### src/rtl/fifo_read_ctrl.sv
// ---------------------------------------------------------------------------
// fifo_read_ctrl
//
// Read-side drain controller for an async FIFO, living in the read clock
// domain. Pops one word at a time at a paced rate, holds it in an output
// register and offers it to a consumer on a valid/ready interface. Counts
// delivered words and pulses burst_done after every BURST_LEN-th word.
//
// Parameters
//   DATA_WIDTH   width of the FIFO word and m_data
//   IDLE_CYCLES  idle (GAP) cycles after each accepted word; 0 = none
//   BURST_LEN    words per burst
//
// Ports
//   clk            read-domain clock, all logic on posedge
//   rst_n          asynchronous active-low reset
//   enable         draining allowed; only looked at in IDLE
//   fifo_data      FIFO read data, valid the cycle after fifo_read
//   fifo_empty     FIFO empty flag, already in the clk domain
//   fifo_read      one-cycle pop strobe
//   m_data         output word
//   m_valid        m_data valid
//   m_ready        consumer ready
//   burst_done     one-cycle pulse after the last word of a burst is accepted
//   busy           FSM is not in IDLE
//   rd_total       (FIFO_READ_CTRL_STATS_EN only) words accepted, saturating
//   stall_cycles   (FIFO_READ_CTRL_STATS_EN only) HOLD cycles with m_ready=0,
//                  saturating
//   dbg_state_o    current FSM state encoding (IDLE=0,RD=1,CAP=2,HOLD=3,GAP=4)
//   dbg_beat_cnt_o words accepted in the current burst
//
// Optional feature macro: FIFO_READ_CTRL_STATS_EN
//
// Handshake: a word transfers on a posedge where m_valid && m_ready. Once
// m_valid is 1, m_valid and m_data stay unchanged until that transfer;
// m_ready is ignored while m_valid is 0. At most one word is ever in flight.
// ---------------------------------------------------------------------------
module fifo_read_ctrl #(
    parameter int DATA_WIDTH  = 8,
    parameter int IDLE_CYCLES = 2,
    parameter int BURST_LEN   = 120
) (
    input  logic                            clk,
    input  logic                            rst_n,
    input  logic                            enable,
    input  logic [DATA_WIDTH-1:0]           fifo_data,
    input  logic                            fifo_empty,
    output logic                            fifo_read,
    output logic [DATA_WIDTH-1:0]           m_data,
    output logic                            m_valid,
    input  logic                            m_ready,
    output logic                            burst_done,
    output logic                            busy,
`ifdef FIFO_READ_CTRL_STATS_EN
    output logic [31:0]                     rd_total,
    output logic [15:0]                     stall_cycles,
`endif
    output logic [2:0]                      dbg_state_o,
    output logic [$clog2(BURST_LEN+1)-1:0]  dbg_beat_cnt_o
);

    localparam int BEAT_W = $clog2(BURST_LEN + 1);
    localparam int GAP_W  = (IDLE_CYCLES > 0) ? $clog2(IDLE_CYCLES + 1) : 1;

    localparam logic [BEAT_W-1:0] BEAT_LAST = BEAT_W'(BURST_LEN - 1);
    localparam logic [GAP_W-1:0]  GAP_LAST  = GAP_W'((IDLE_CYCLES > 0) ? IDLE_CYCLES - 1 : 0);

    typedef enum logic [2:0] {
        S_IDLE = 3'd0,
        S_RD   = 3'd1,
        S_CAP  = 3'd2,
        S_HOLD = 3'd3,
        S_GAP  = 3'd4
    } state_e;

    state_e                  state_q;
    logic [GAP_W-1:0]        gap_cnt_q;
    logic [BEAT_W-1:0]       beat_cnt_q;
    logic                    fifo_read_q;
    logic [DATA_WIDTH-1:0]   m_data_q;
    logic                    m_valid_q;
    logic                    burst_done_q;
    logic                    busy_q;

    // Word handed to the consumer at the coming posedge.
    logic hold_accept;
    assign hold_accept = (state_q == S_HOLD) && m_ready;

    always_ff @(posedge clk or negedge rst_n) begin
        if (!rst_n) begin
            state_q      <= S_IDLE;
            gap_cnt_q    <= '0;
            beat_cnt_q   <= '0;
            fifo_read_q  <= 1'b0;
            m_data_q     <= '0;
            m_valid_q    <= 1'b0;
            burst_done_q <= 1'b0;
            busy_q       <= 1'b0;
        end else begin
            burst_done_q <= 1'b0;
            case (state_q)
                S_IDLE: begin
                    // The empty check happens here, so the pop strobe in RD
                    // is always backed by a word.
                    if (enable && !fifo_empty) begin
                        state_q     <= S_RD;
                        fifo_read_q <= 1'b1;
                        busy_q      <= 1'b1;
                    end
                end
                S_RD: begin
                    fifo_read_q <= 1'b0;
                    state_q     <= S_CAP;
                end
                S_CAP: begin
                    m_data_q  <= fifo_data;
                    m_valid_q <= 1'b1;
                    state_q   <= S_HOLD;
                end
                S_HOLD: begin
                    if (hold_accept) begin
                        m_valid_q <= 1'b0;
                        if (beat_cnt_q == BEAT_LAST) begin
                            beat_cnt_q   <= '0;
                            burst_done_q <= 1'b1;
                        end else begin
                            beat_cnt_q <= beat_cnt_q + 1'b1;
                        end
                        if (IDLE_CYCLES == 0) begin
                            state_q <= S_IDLE;
                            busy_q  <= 1'b0;
                        end else begin
                            state_q <= S_GAP;
                        end
                    end
                end
                S_GAP: begin
                    if (gap_cnt_q == GAP_LAST) begin
                        gap_cnt_q <= '0;
                        state_q   <= S_IDLE;
                        busy_q    <= 1'b0;
                    end else begin
                        gap_cnt_q <= gap_cnt_q + 1'b1;
                    end
                end
                default: begin
                    state_q     <= S_IDLE;
                    fifo_read_q <= 1'b0;
                    m_valid_q   <= 1'b0;
                    busy_q      <= 1'b0;
                    gap_cnt_q   <= '0;
                end
            endcase
        end
    end

    assign fifo_read      = fifo_read_q;
    assign m_data         = m_data_q;
    assign m_valid        = m_valid_q;
    assign burst_done     = burst_done_q;
    assign busy           = busy_q;
    assign dbg_state_o    = state_q;
    assign dbg_beat_cnt_o = beat_cnt_q;

`ifdef FIFO_READ_CTRL_STATS_EN
    logic [31:0] rd_total_q, rd_total_d;
    logic [15:0] stall_q, stall_d;

    always_comb begin
        rd_total_d = rd_total_q;
        stall_d    = stall_q;
        if (hold_accept && (rd_total_q != 32'hFFFF_FFFF)) begin
            rd_total_d = rd_total_q + 32'd1;
        end
        if ((state_q == S_HOLD) && !m_ready && (stall_q != 16'hFFFF)) begin
            stall_d = stall_q + 16'd1;
        end
    end

    always_ff @(posedge clk or negedge rst_n) begin
        if (!rst_n) begin
            rd_total_q <= '0;
            stall_q    <= '0;
        end else begin
            rd_total_q <= rd_total_d;
            stall_q    <= stall_d;
        end
    end

    assign rd_total     = rd_total_q;
    assign stall_cycles = stall_q;
`endif

endmodule

### config.mk
export PLATFORM = sky130hd
export DESIGN_NAME = fifo_read_ctrl
export DESIGN_NICKNAME = d
export VERILOG_FILES = /design/src/rtl/fifo_read_ctrl.sv
export SDC_FILE = /design/constraint.sdc
export NUM_CORES = 1
export LEC_CHECK = 0
export ABC_AREA = 1
export CAP_MARGIN = 20
export CORE_MARGIN = 5
export CORE_UTILIZATION = 34
export CTS_CLUSTER_SIZE = 25
export DETAILED_ROUTE_END_ITERATION = 8
export PLACE_DENSITY = 0.62
export SETUP_SLACK_MARGIN = 0.2
export SLEW_MARGIN = 40
export SYNTH_ARGS = -nofsm -noshare
export SYNTH_HDL_FRONTEND = slang
export SYNTH_SLANG_ARGS = --single-unit
### constraint.sdc
create_clock -name clk -period 3.09 [get_ports clk]
set_input_delay 0.618 -clock clk [delete_from_list [all_inputs] [get_ports clk]]
set_output_delay 0.618 -clock clk [all_outputs]
set_load 0.01 [all_outputs]
# Yosys cells after proc, flatten, opt, wreduce, memory -nomap -nowiden
# Index checks and enable logic that the tools add are counted.
# word_totals
inputBits	13
regBits	24
# op_classes
n_bitwise	3
n_eq_ne	9
reduce_logical	13
muxes	16
n_addsub	2
# op_table
op	count
$pmux 3 s5	1
$mux 3	3
$reduce_or 3->1	3
$add 7x1->7 const B	1
$eq 7x7->1 const B	1
$mux 7	1
$eq 3x2->1 const B	2
$mux 1	6
$ne 2x2->1 const B	3
$pmux 1 s3	2
$reduce_and 2->1	3
$reduce_and 3->1	2
$pmux 2 s2	1
$reduce_or 4->1	1
$eq 3x1->1 const B	1
$eq 3x3->1 const B	1
$logic_not 3->1	1
$not 1->1	3
$add 2x1->2 const B	1
$eq 2x1->1 const B	1
$logic_and 1x1->1	2
$mux 2	1
$pmux 1 s2	1
$logic_not 1->1	1

# Longest topological paths before layout
# depth
ltp_word	4
ltp_mapped	7

# Worst setup path after synthesis
# Ideal clock, no wire load.
# synth_timing
kind	input to register
startpoint	in m_ready
endpoint	reg beat_cnt_q[5] (netlist: dbg_beat_cnt_o[5])
cell_stages	5
arrival_time_ps	1251
setup_slack_ps	1718
path_buffers	0
t_required_ps	2969
setup_time_ps	121
path_cell_list	inv_1 > nor3_4 > nand2_1 > nand2_1 > a21oi_1
# synth_between
elab_chain_len	2
# synth_lines
element	line_no	rtl
start, declared	51	input logic m_ready,
$logic_and 1x1->1	87	assign hold_accept = (state_q == S_HOLD) && m_ready;
$reduce_and 2->1 (no line)	n/a	
end signal, assigned	127	beat_cnt_q <= beat_cnt_q + 1'b1;
end, declared	78	logic [BEAT_W-1:0] beat_cnt_q;
# Every way passes these cells.
# A chain may end at the register's enable or synchronous reset.

# Worst setup path after layout
# layout_timing
startpoint	reg state_q[2] (netlist: dbg_state_o[2])
endpoint	out dbg_state_o[2]
# layout_lines
element	line_no	rtl
start, declared	76	state_e state_q;
start signal, assigned	91	state_q <= S_IDLE;
start signal, assigned	106	state_q <= S_RD;
start signal, assigned	113	state_q <= S_CAP;
end, declared	58	output logic [2:0] dbg_state_o,
# No word-level cell between the ends.

==> run metrics <==
worst slew margin relative to its limit 75.5%; Design Area, Final 1500 um2; Synth-to-Final Area Change 41.5%; Nets 169; PwrDens 901 nW/um2; top cells by count, synth nand2_1, dfrtp_1, nor2_1; min setup slack post-route 1040 ps; ys flop type dfrtp_1; vias in the first global route 814; peak per-stage delay on the critical path 600 ps; gpl congestion 0.801; Final Max Tran Viols 0; Global Route Usage Sum 11.7%; CTS HTree Levels 1; Final Util 49.4%; Clock Path Buffers 2; Post-Syn Area 1060 um2; clock buffer count from CTS 3; GRT overflow 0; Skew-Pair Late Insertion Delay 320 ps; vias per inst 4.41; WP data arrival 1430 ps; DRC Markers 0; Die H 65.8 um; Ys Warns 0; crit end category output pin; top cell type by total area after synthesis dfrtp_1; # setup viols final 0; Worst-path clk slew 120 ps; CP Class flop to output pin; syn nets 129; Synth top area share 56.8%; clock sinks 24; Hold Startpoint busy; # diodes 0; # IOs 35; cts hold-fix bufs 0; Crit-path slowest cell clkdlybuf4s50_1; Yosys cell types 14; drt pass-1 iters 4; Critical Path Start Type flop; Port Buf Inserts 34; Cells after Synth 115; most common cell in the netlist nand2_1; number of routed nets with antenna violations 0; antenna violations before repair 0; PostCTS Resize Cnt 0; WL/cell 11.6 um; root buf cell clkbuf_4; Async SR Flop Fraction 100%; crit-path cells clkdlybuf4s50_1; Setup Slack @ Placement 1050 ps; Buffers & Inverters on Critical Path 1; Pleak 0.716 nW; Fill cells 306; layout cell share with drive strength beyond 1 9.74%; crit path from dbg_state_o[2]; Avg Cell Area, Syn 9.19 um2; Total Wirelength 2290 um; status complete, no violations; first-pass GRT wire length 3840 um; Design Power 1.35 mW; Initial Util 34.9%; Worst Skew 11.2 ps; row count 20; Fmax 0.488 GHz; largest net degree at the start of global routing 25; Initial DRC Count 10; Yosys reg bits 24; total number of vias 873; transition time of the tightest slew-check pin 366 ps; Crit path max-delay family buffers and inverters; Area after DPL 1460 um2; Final Cycle Share 66.3%; maximum fanout along the worst path 7; detailed placement HPWL 1820 um; TritonCTS clock tree yes; RSZ-0062 raised after global routing no; Die X 65.8 um; Hold Path Class flop to flop; core area 3030 um2; RR Startpoint dbg_state_o[1]; Max IR drop VDD 0.323 mV; post-layout minimum cycle time 2050 ps; Post-synth EDFFs 0; Area contributors post-synth dfrtp_1, nand2_1, mux2_2, nand3_1, nor2_1; Final Hold Fails 0; Setup Fix Bufs, Post-CTS 0; die area 4330 um2; total negative slack 0 ps; max cap viols 0; critical path data required time 2470 ps; part of the Yosys area used for sequential elements 56.8%
## report_power, final
group / switching (mW) / leakage [nW] / internal [mW]
Combinational: 0.285 / 0.394 / 0.354
Sequential: 0.107 / 0.300 / 0.438
Clock: 0.0922 / 0.0210 / 0.0721
Total: 0.484 / 0.716 / 0.864
## cell families (layout without fill, tap and decap cells)
logic type,Yosys count,count (layout),share of synthesized area (%)
AOI/OAI and AO/OA,7,7,3.31
xor gates and xnor gates,1,1,0.829
adders and majority gates,1,1,1.18
buffers and inverters,12,51,4.26
DFF,24,24,56.8
muxes,8,8,8.52
and+or+nand+nor,62,62,25.1
## layer usage
metal  share of wire (%)  vias to the layer above  GRT usage, %
li1                    -                      444             -
met1                  45                      409          15.1
met2                  48                       15          17.9
met3                 4.6                        5          2.91
met4                 2.2                        0          6.22
met5                   0                        -             0
## final timing paths
kind | slack, ps | endpoint | depth (start not counted)
worst min-delay path | 490 | busy | 2
max in group asynchronous | 2220 | busy | 2
min in group asynchronous | 630 | dbg_state_o[1] | 2
worst min register to register | 490 | busy | 2
worst max-delay path | 1040 | dbg_state_o[2] | 1
worst max register to register | 1720 | dbg_beat_cnt_o[5] | 5
## stage by stage
step | hold slack (ps) | std cells
floorplan | 322 | 115
global placement | 458 | 194
detailed placement | 466 | 194
CTS | 496 | 198
global route | 523 | 198
finish | 489 | 198
## cell type report
cell class                 count  area, um2  area share [%]
sequential                    24        601            40.1
inverter                      12       45.0            3.01
clock buffer                   4       36.3            2.42
timing repair buffer          35        348            23.2
tap                           44       55.1            3.68
multi-input combinational     79        412            27.5
## sequential cells by signal, indices dropped and copies added (netlist names)
| signal | count |
|---|---|
| m_data | 8 |
| dbg_beat_cnt_o | 7 |
| dbg_state_o | 3 |
| gap_cnt_q | 2 |
| burst_done | 1 |
| busy | 1 |
| fifo_read | 1 |
| m_valid | 1 |
## placed cells by master, fill, tap and decap left out, drive strengths merged
cell           synthesis  final
nand3                 11     11
nor3                   2      2
mux2                   8      8
nand2                 35     35
o21ai                  2      2
xor2                   1      1
ha                     1      1
dfrtp                 24     24
nor2                  13     13
nand4                  1      1
a21oi                  5      5
clkdlybuf4s50          0     34
clkbuf                 0      4
inv                   12     12
buf                    0      1
No activity file was read; power rests on OpenSTA's default activity.
